<file path="src/rtl/pool2_ifm_reader.sv">
// Streams D square feature maps out of a dual-port memory as vertical pixel pairs
// (rows 2i and 2i+1) for a 2x2 pooling unit, flagging every completed window.
module pool2_ifm_reader #(
  parameter int unsigned DATA_WIDTH       = 32,
  parameter int unsigned IFM_SIZE         = 14,
  parameter int unsigned IFM_DEPTH        = 3,
  parameter int unsigned KERNAL_SIZE      = 2,
  parameter int unsigned ADDRESS_SIZE_IFM = $clog2(IFM_SIZE * IFM_SIZE * IFM_DEPTH),
  parameter int unsigned MAP_W            = (IFM_DEPTH > 1) ? $clog2(IFM_DEPTH) : 1
) (
  input  logic                        clk,
  input  logic                        reset,
  input  logic                        start,
  output logic [ADDRESS_SIZE_IFM-1:0] mem_addr_A,
  output logic [ADDRESS_SIZE_IFM-1:0] mem_addr_B,
  output logic                        mem_read_enable,
  input  logic [DATA_WIDTH-1:0]       mem_data_in_A,
  input  logic [DATA_WIDTH-1:0]       mem_data_in_B,
  output logic [DATA_WIDTH-1:0]       unit_data_out_A,
  output logic [DATA_WIDTH-1:0]       unit_data_out_B,
  output logic                        fifo_enable,
  output logic                        pool_enable,
  output logic [MAP_W-1:0]            map_index,
  output logic                        busy,
  output logic                        done
);

  localparam int unsigned AW       = ADDRESS_SIZE_IFM;
  localparam int unsigned PAIRS    = IFM_SIZE / 2;
  localparam int unsigned COL_W    = (IFM_SIZE > 1) ? $clog2(IFM_SIZE) : 1;
  localparam int unsigned ROW_W    = (PAIRS > 1) ? $clog2(PAIRS) : 1;
  localparam int unsigned ROW_STEP = IFM_SIZE + 1;
  // Jump from the last pixel of the last row pair to pixel 0 of the next map;
  // for odd sizes this also skips the unread final row.
  localparam int unsigned MAP_STEP = IFM_SIZE * IFM_SIZE - 2 * PAIRS * IFM_SIZE + IFM_SIZE + 1;

  if (KERNAL_SIZE != 2) begin : g_bad_kernel
    $error("pool2_ifm_reader supports only a 2x2 pooling window");
  end

  typedef enum logic [1:0] {
    IDLE  = 2'd0,
    READ  = 2'd1,
    DRAIN = 2'd2
  } state_t;

  state_t           r_state;
  logic             r_drain;
  logic [COL_W-1:0] r_col;
  logic [ROW_W-1:0] r_row;
  logic [MAP_W-1:0] r_map;
  logic             r_v1;
  logic             r_odd1;
  logic [MAP_W-1:0] r_map1;

  logic w_last_col;
  logic w_last_row;
  logic w_last_map;

  assign w_last_col = (r_col == COL_W'(IFM_SIZE - 1));
  assign w_last_row = (r_row == ROW_W'(PAIRS - 1));
  assign w_last_map = (r_map == MAP_W'(IFM_DEPTH - 1));

  // Scan sequencer plus the two-stage data/valid pipeline (memory latency + output register).
  always_ff @(posedge clk) begin
    if (reset) begin
      r_state         <= IDLE;
      r_drain         <= 1'b0;
      r_col           <= '0;
      r_row           <= '0;
      r_map           <= '0;
      r_v1            <= 1'b0;
      r_odd1          <= 1'b0;
      r_map1          <= '0;
      mem_addr_A      <= '0;
      mem_addr_B      <= '0;
      mem_read_enable <= 1'b0;
      unit_data_out_A <= '0;
      unit_data_out_B <= '0;
      fifo_enable     <= 1'b0;
      pool_enable     <= 1'b0;
      map_index       <= '0;
      busy            <= 1'b0;
      done            <= 1'b0;
    end else begin
      r_v1        <= mem_read_enable;
      r_odd1      <= r_col[0];
      r_map1      <= r_map;
      fifo_enable <= r_v1;
      pool_enable <= r_v1 & r_odd1;
      if (r_v1) begin
        unit_data_out_A <= mem_data_in_A;
        unit_data_out_B <= mem_data_in_B;
        map_index       <= r_map1;
      end
      done <= 1'b0;

      case (r_state)
        IDLE: begin
          if (start) begin
            r_state         <= READ;
            busy            <= 1'b1;
            r_col           <= '0;
            r_row           <= '0;
            r_map           <= '0;
            mem_addr_A      <= '0;
            mem_addr_B      <= AW'(IFM_SIZE);
            mem_read_enable <= 1'b1;
          end
        end

        READ: begin
          if (w_last_col) begin
            r_col <= '0;
            if (w_last_row) begin
              r_row <= '0;
              if (w_last_map) begin
                r_state         <= DRAIN;
                r_drain         <= 1'b0;
                mem_read_enable <= 1'b0;
              end else begin
                r_map      <= r_map + MAP_W'(1);
                mem_addr_A <= mem_addr_A + AW'(MAP_STEP);
                mem_addr_B <= mem_addr_B + AW'(MAP_STEP);
              end
            end else begin
              r_row      <= r_row + ROW_W'(1);
              mem_addr_A <= mem_addr_A + AW'(ROW_STEP);
              mem_addr_B <= mem_addr_B + AW'(ROW_STEP);
            end
          end else begin
            r_col      <= r_col + COL_W'(1);
            mem_addr_A <= mem_addr_A + AW'(1);
            mem_addr_B <= mem_addr_B + AW'(1);
          end
        end

        DRAIN: begin
          if (r_drain) begin
            r_state <= IDLE;
            busy    <= 1'b0;
            done    <= 1'b1;
          end else begin
            r_drain <= 1'b1;
          end
        end

        default: r_state <= IDLE;
      endcase
    end
  end

endmodule

</file>
<file path="config.mk">
export PLATFORM = sky130hd
export DESIGN_NAME = pool2_ifm_reader
export DESIGN_NICKNAME = d
export VERILOG_FILES = /design/src/rtl/pool2_ifm_reader.sv
export SDC_FILE = /design/constraint.sdc
export NUM_CORES = 1
export LEC_CHECK = 0
export CORE_ASPECT_RATIO = 0.75
export CORE_MARGIN = 2
export CORE_UTILIZATION = 40
export DETAILED_ROUTE_END_ITERATION = 12
export PLACE_DENSITY_LB_ADDON = 0.15
export RECOVER_POWER = 100
export SETUP_SLACK_MARGIN = 0.5
export SKIP_LAST_GASP = 1
export SLEW_MARGIN = 20
export SYNTH_ARGS = -nofsm -noshare
export SYNTH_HDL_FRONTEND = slang
export SYNTH_SLANG_ARGS = --single-unit
export TNS_END_PERCENT = 10
</file>
<file path="constraint.sdc">
create_clock -name clk -period 1.95 [get_ports clk]
set_input_delay 0.39 -clock clk [delete_from_list [all_inputs] [get_ports clk]]
set_output_delay 0.39 -clock clk [all_outputs]
set_load 0.01 [all_outputs]
</file>
==> flow_metrics.py, run 1 <==
metrics = {
    "synthesis": {
        "synth-seq-area-share_pct": 50.4,
        "synth-adder-area-share_pct": 1.47,
        "synth_xor_area_share_pct": 3.09,
        "synth.top_cell.area_share_pct": 50.4,
        "synth-seq-cells": 107,
        "syn_inst": 448,
        "synth_simple_gate_area_share_pct": 17.8,
        "synth-edff-count": 0,
        "synth_flop_cell": "dfxtp_1",
        "synth_compound_area_share_pct": 8.22,
        "synth_top_family_by_area": "simple AND/OR/NAND/NOR gates",
        "syn_area_per_cell_um2": 9.48,
        "synthArstFlopShare_pct": 0,
        "yosys.area.top_type": "dfxtp_1",
        "synth_nets": 520,
        "syn_area_um2": 4250,
        "netlist_top_cells_area": "dfxtp_1 50%, mux2i_1 16%, nor2_1 8.8%",
        "yosysWarnings": 0,
        "synth.distinct_cells": 48,
        "synth_mux_area_share_pct": 15.6,
    },
    "cts": {
        "clock_sinks": 107,
        "cts_max_level": 3,
        "cts_tree": "done",
        "clkTransAtPathRegs_ns": 0.07,
        "cts_buffers": 9,
        "insertion_delay_ns": 0.34,
        "cts_hold_buf": 0,
        "clk_path_buf_depth": 2,
        "root_buffer": "clkbuf_16",
    },
    "grt": {
        "first_global_vias": 3655,
        "grt_overflow": 0,
        "antenna_found_initial": 0,
        "grt_pass1_wl_um": 17900,
        "grt_start_max_net_pins": 50,
        "grt_usage_pct": 19.7,
    },
    "floorplanning": {
        "io_pins": 158,
        "rows": 32,
        "dieArea_um2": 11500,
        "start_util_pct": 41.3,
        "die-width_um": 123,
        "core_area_um2": 10300,
        "dieHeight_um": 93.2,
    },
    "sta": {
        "final_max_slew_viol_count": 0,
        "relSlewSlack_pct": 35.3,
        "clock.fmax_ghz": 0.515,
        "rsz0062_at_grt": "true",
        "finalCriticalPeriod_ns": 1.94,
        "final-hold-violation-count": 0,
        "worst_slew_pin_slew_ns": 0.970,
        "finClkSkew_ns": 0.00502,
        "setup_viol": 0,
        "fin_crit_sh_pct": 99.5,
    },
    "final_layout": {
        "antennaDiodeCount": 0,
        "drive_gt1_share_pct": 15.3,
        "syn2layout_area_growth_pct": 57.5,
        "final_cell_mix": "155 x clkdlybuf4s50_1, 98 x nor2_1, 97 x dfxtp_1",
        "layout_commonest_cell": "clkdlybuf4s50_1",
        "nFillCells": 798,
        "design_area_um2": 6690,
        "fin_cells": 770,
        "fin_nets": 701,
    },
    "route": {
        "drt-initial-drc-count": 289,
        "wirelength_um": 11600,
        "vias": 3931,
        "drc": 0,
        "vias_per_cell": 5.11,
        "wl_per_cell_um": 15.0,
        "dr.pass1.iters": 5,
        "ant_nets": 0,
    },
    "critical_path": {
        "cp_num_buf_inv": 2,
        "cp_max_fo": 5,
        "cp-start-kind": "flop",
        "r2r_start": "r_col[1]$_SDFFE_PP0P_",
        "cp_data_required_time_ns": 2.20,
        "critPathMaxStageDelay_ns": 0.33,
        "reg2reg_depth": 10,
        "path_cells": "inv_2, ha_4, nand3_4, xnor2_2, ha_2, buf_4, nor3_2, a21oi_2, a211o_1, a21oi_1",
        "cpMaxStageDelayCell": "dfxtp_2",
        "path_class": "flop to flop",
        "rrSetupSlack_ns": 0.01,
        "cp_top_family": "compound AO/OA/AOI/OAI gates",
        "crit_path_end_kind": "flop",
        "crit_arrival_ns": 2.19,
        "timing.rr.end": "mem_addr_B[2]$_SDFFE_PP0P_",
    },
    "outcome": {
        "status": "completed",
    },
    "place": {
        "place_hpwl_um": 7810,
        "port_buffers": 157,
        "dp_cells": 738,
        "place.gp.congestion": 0.846,
        "placedInstanceArea_um2": 6140,
    },
    "worst_hold_path": {
        "hold_class": "flop to flop",
        "hp-start": "r_odd1$_SDFF_PP0_",
        "min_to": "pool_enable$_SDFF_PP0_",
        "min_delay_path_depth": 1,
    },
    "power_and_ir_drop": {
        "power_density_nw_per_um2": 707,
        "power_leakage_uw": 0.00245,
        "ir_drop_mv": 0.385,
    },
    "flow_run": {
        "max-cap-violations": 0,
    },
}
[layer usage]
| metal | vias to the layer above | global-route usage [%] | wire length, µm | share of wire [%] |
|---|---|---|---|---|
| met3 | 27 | 6.34 | 1090 | 9.4 |
| met4 | 0 | 6.63 | 250 | 2.2 |
| met5 | - | 0 | 0 | 0 |
| li1 | 1904 | - | - | - |
| met2 | 174 | 31.1 | 5290 | 46 |
| met1 | 1826 | 25.4 | 4920 | 43 |
[power by group]
part	switching, µW	internal [µW]	total, µW
logic	272	399	671
registers	80.7	2270	2350
clock network	773	933	1710
[what timing repair did]
| action | in CTS | in global routing |
|---|---|---|
| gates cloned | 0 | 0 |
| pin swaps | 14 | 9 |
| setup buffers | 10 | 6 |
| setup endpoints to repair | 121 | 122 |
| resized for setup | 30 | 14 |
[worst reg2reg max path, delay by kind of cell (launching register included)]
kind,cells,cell delay (ns)
XOR/XNOR,1,0.16
adder cells (fa/ha/maj),2,0.35
buffers and inverters,2,0.21
AO/OA/AOI/OAI,3,0.48
AND/OR/NAND/NOR,2,0.32
flip-flops,1,0.33
[how the worst max path moves through the flow]
stage	from	end	slack (ns)	cells after the start
2_1_floorplan	r_col[1]$_SDFFE_PP0P_	mem_addr_A[8]$_SDFFE_PP0P_	0.05	11
3_3_place_gp	r_col[1]$_SDFFE_PP0P_	mem_addr_B[2]$_SDFFE_PP0P_	0.03	8
3_5_place_dp	r_col[1]$_SDFFE_PP0P_	r_map[0]$_SDFFE_PP0P_	-0.04	8
4_1_cts	r_col[1]$_SDFFE_PP0P_	r_map[0]$_SDFFE_PP0P_	0.12	8
5_1_grt	r_col[1]$_SDFFE_PP0P_	mem_addr_B[8]$_SDFFE_PP0P_	-0.07	10
6_report	r_col[1]$_SDFFE_PP0P_	mem_addr_B[2]$_SDFFE_PP0P_	0.01	10
[cell usage after synthesis (5+ instances only)]
cell,n
a21oi_1,22
ha_1,5
clkbuf_1,16
o21ai_0,8
xor2_1,6
xnor2_1,9
nand4_1,5
nor3_1,11
inv_1,7
mux2i_1,66
nor2b_1,6
nand2_1,10
dfxtp_1,107
nor2_1,100
buf_1,7
nand3_1,13
[layout make-up]
class / count / area (µm²) / area share, %
clock buffer: 12 / 256 / 3.84
clock inverter: 4 / 23.8 / 0.355
inverter: 7 / 26.3 / 0.393
multi-input combinational: 306 / 2160 / 32.3
sequential: 107 / 2160 / 32.3
tap: 136 / 170 / 2.54
timing repair buffer: 198 / 1890 / 28.3
[flip-flops by register name (all words and copies together), names as in the netlist]
register / count
unit_data_out_B: 32
r_col: 4
r_state: 2
r_map: 2
mem_read_enable: 1
busy: 1
r_map1: 2
fifo_enable: 1
mem_addr_B: 10
map_index: 2
pool_enable: 1
r_drain: 1
mem_addr_A: 10
done: 1
unit_data_out_A: 32
r_odd1: 1
r_v1: 1
r_row: 3
[metrics by stage]
step                total power, µW  hold slack (ns)  TNS (ns)  util, %  setup slack [ns]
floorplan                      2670            0.406         0        -            0.0549
global placement               3040            0.416         0     59.6            0.0317
detailed placement             3050            0.423   -0.0884     59.6           -0.0405
CTS                            4770            0.409         0     64.2             0.125
global route                   4940            0.475    -0.159     65.0           -0.0665
finish                         4730            0.440         0     65.0           0.00964
[logic make-up (layout without fill, tap and decap cells)]
family / count (synthesis) / count (layout)
simple gates: 166 / 166
flops: 107 / 107
mux: 66 / 66
compound gates: 54 / 54
buf+inv: 35 / 221
xor+xnor: 15 / 15
fa+ha+maj: 5 / 5
Power figures use the tool's default switching activity.
==> inputs of run 2 (changes only) <==
Settings changed: MAX_ROUTING_LAYER set to met4, RECOVER_POWER 100 to not set.
==> flow_metrics.py, run 2 (synthesis results as in run 1) <==
metrics = {
    "place": {
        "place.gp.congestion": 0.859,
        "placedInstanceArea_um2": 6140,
        "place_hpwl_um": 7810,
        "port_buffers": 157,
    },
    "sta": {
        "setup_viol": 0,
        "finClkSkew_ns": 0.00543,
        "final-hold-violation-count": 0,
        "fin_crit_sh_pct": 98.8,
        "worst_slew_pin_slew_ns": 0.518,
        "tns_ns": 0,
        "clock.fmax_ghz": 0.519,
        "rsz0062_at_grt": "true",
        "finalCriticalPeriod_ns": 1.93,
        "holdWs_ns": 0.412,
        "final_max_slew_viol_count": 0,
        "relSlewSlack_pct": 65.1,
    },
    "final_layout": {
        "layout_commonest_cell": "clkdlybuf4s50_1",
        "syn2layout_area_growth_pct": 58.0,
        "antennaDiodeCount": 0,
        "drive_gt1_share_pct": 15.5,
        "final_util_pct": 65.2,
        "final_cell_mix": "155 x clkdlybuf4s50_1, 98 x nor2_1, 97 x dfxtp_1",
        "reg_top3": "unit_data_out_A (32), unit_data_out_B (32)",
        "fin_nets": 701,
        "design_area_um2": 6710,
    },
    "floorplanning": {
        "core_area_um2": 10300,
        "io_pins": 158,
        "die-width_um": 123,
        "dieArea_um2": 11500,
        "dieHeight_um": 93.2,
        "start_util_pct": 41.3,
        "rows": 32,
    },
    "cts": {
        "cts_buffers": 9,
        "root_buffer": "clkbuf_16",
        "clk_path_buf_depth": 2,
        "insertion_delay_ns": 0.34,
        "clkTransAtPathRegs_ns": 0.07,
        "clock_sinks": 107,
        "cts_hold_buf": 0,
        "cts_tree": "done",
        "cts_max_level": 3,
    },
    "critical_path": {
        "cpMaxStageDelayCell": "dfxtp_2",
        "crit_path_end_kind": "flop",
        "path_cells": "inv_2, ha_4, nand3_4, xnor2_2, ha_2, buf_4, nor3_2, a21oi_2, a211o_1, a21oi_1",
        "critPathMaxStageDelay_ns": 0.33,
        "cp_data_required_time_ns": 2.21,
        "cp-start-kind": "flop",
        "path_class": "flop to flop",
        "crit_arrival_ns": 2.19,
        "cp_top_family": "compound AO/OA/AOI/OAI gates",
        "cp_max_fo": 5,
        "cp_num_buf_inv": 2,
    },
    "route": {
        "wl_per_cell_um": 15.0,
        "drt-initial-drc-count": 259,
        "drc": 0,
        "wirelength_um": 11500,
        "dr.pass1.iters": 5,
        "ant_nets": 0,
        "vias_per_cell": 5.09,
        "vias": 3917,
    },
    "power_and_ir_drop": {
        "power_density_nw_per_um2": 706,
        "power_leakage_uw": 0.00246,
        "ir_drop_mv": 0.379,
        "power_uw": 4730,
    },
    "flow_run": {
        "max-cap-violations": 0,
    },
    "grt": {
        "grt_usage_pct": 20.3,
        "first_global_vias": 3649,
        "antenna_found_initial": 0,
        "grt_pass1_wl_um": 17900,
        "grt_overflow": 0,
        "grt_start_max_net_pins": 50,
    },
    "worst_hold_path": {
        "hold_class": "primary input to flop",
    },
    "outcome": {
        "status": "completed",
    },
}
-- run 2: area by class of cell --
cell class	count	area, µm²
Multi-Input combinational cell	306	2160
Timing Repair Buffer	198	1910
Clock inverter	4	23.8
Inverter	7	26.3
Fill cell	792	3580
Tap cell	136	170
Clock buffer	12	256
Sequential cell	107	2160
-- run 2: path summary, 6_finish.rpt --
kind	start	slack [ns]	cells after the start	to
setup reg to reg	r_col[1]$_SDFFE_PP0P_	0.02	10	mem_addr_B[2]$_SDFFE_PP0P_
hold reg to reg	r_odd1$_SDFF_PP0_	0.44	1	pool_enable$_SDFF_PP0_
hold / removal	reset	0.41	2	r_col[3]$_SDFFE_PP0P_
setup / recovery	r_col[1]$_SDFFE_PP0P_	0.02	10	mem_addr_B[2]$_SDFFE_PP0P_
-- run 2: report_power, final --
group          leakage (µW)  switching, µW  internal (µW)
sequential         0.000875           81.4           2270
clock              0.000139            771            933
combinational       0.00144            273            403
-- run 2: stage by stage --
step | setup slack, ns | instances
global placement | 0.0317 | 738
detailed placement | -0.0405 | 738
CTS | 0.125 | 764
global route | -0.0666 | 770
finish | 0.0235 | 770
floorplan | 0.0549 | 448
-- run 2: layer usage --
metal / routed length, µm / global-route usage [%] / vias up
li1: - / - / 1903
met4: 266 / 6.63 / 0
met3: 1000 / 4.94 / 25
met2: 5180 / 31.0 / 186
met5: 0 / - / -
met1: 5080 / 26.4 / 1803
-- run 2: repair_timing --
action	CTS	global route
endpoints found under the setup margin	121	122
setup buffers	10	6
pin swaps	14	9
resized for setup	30	14
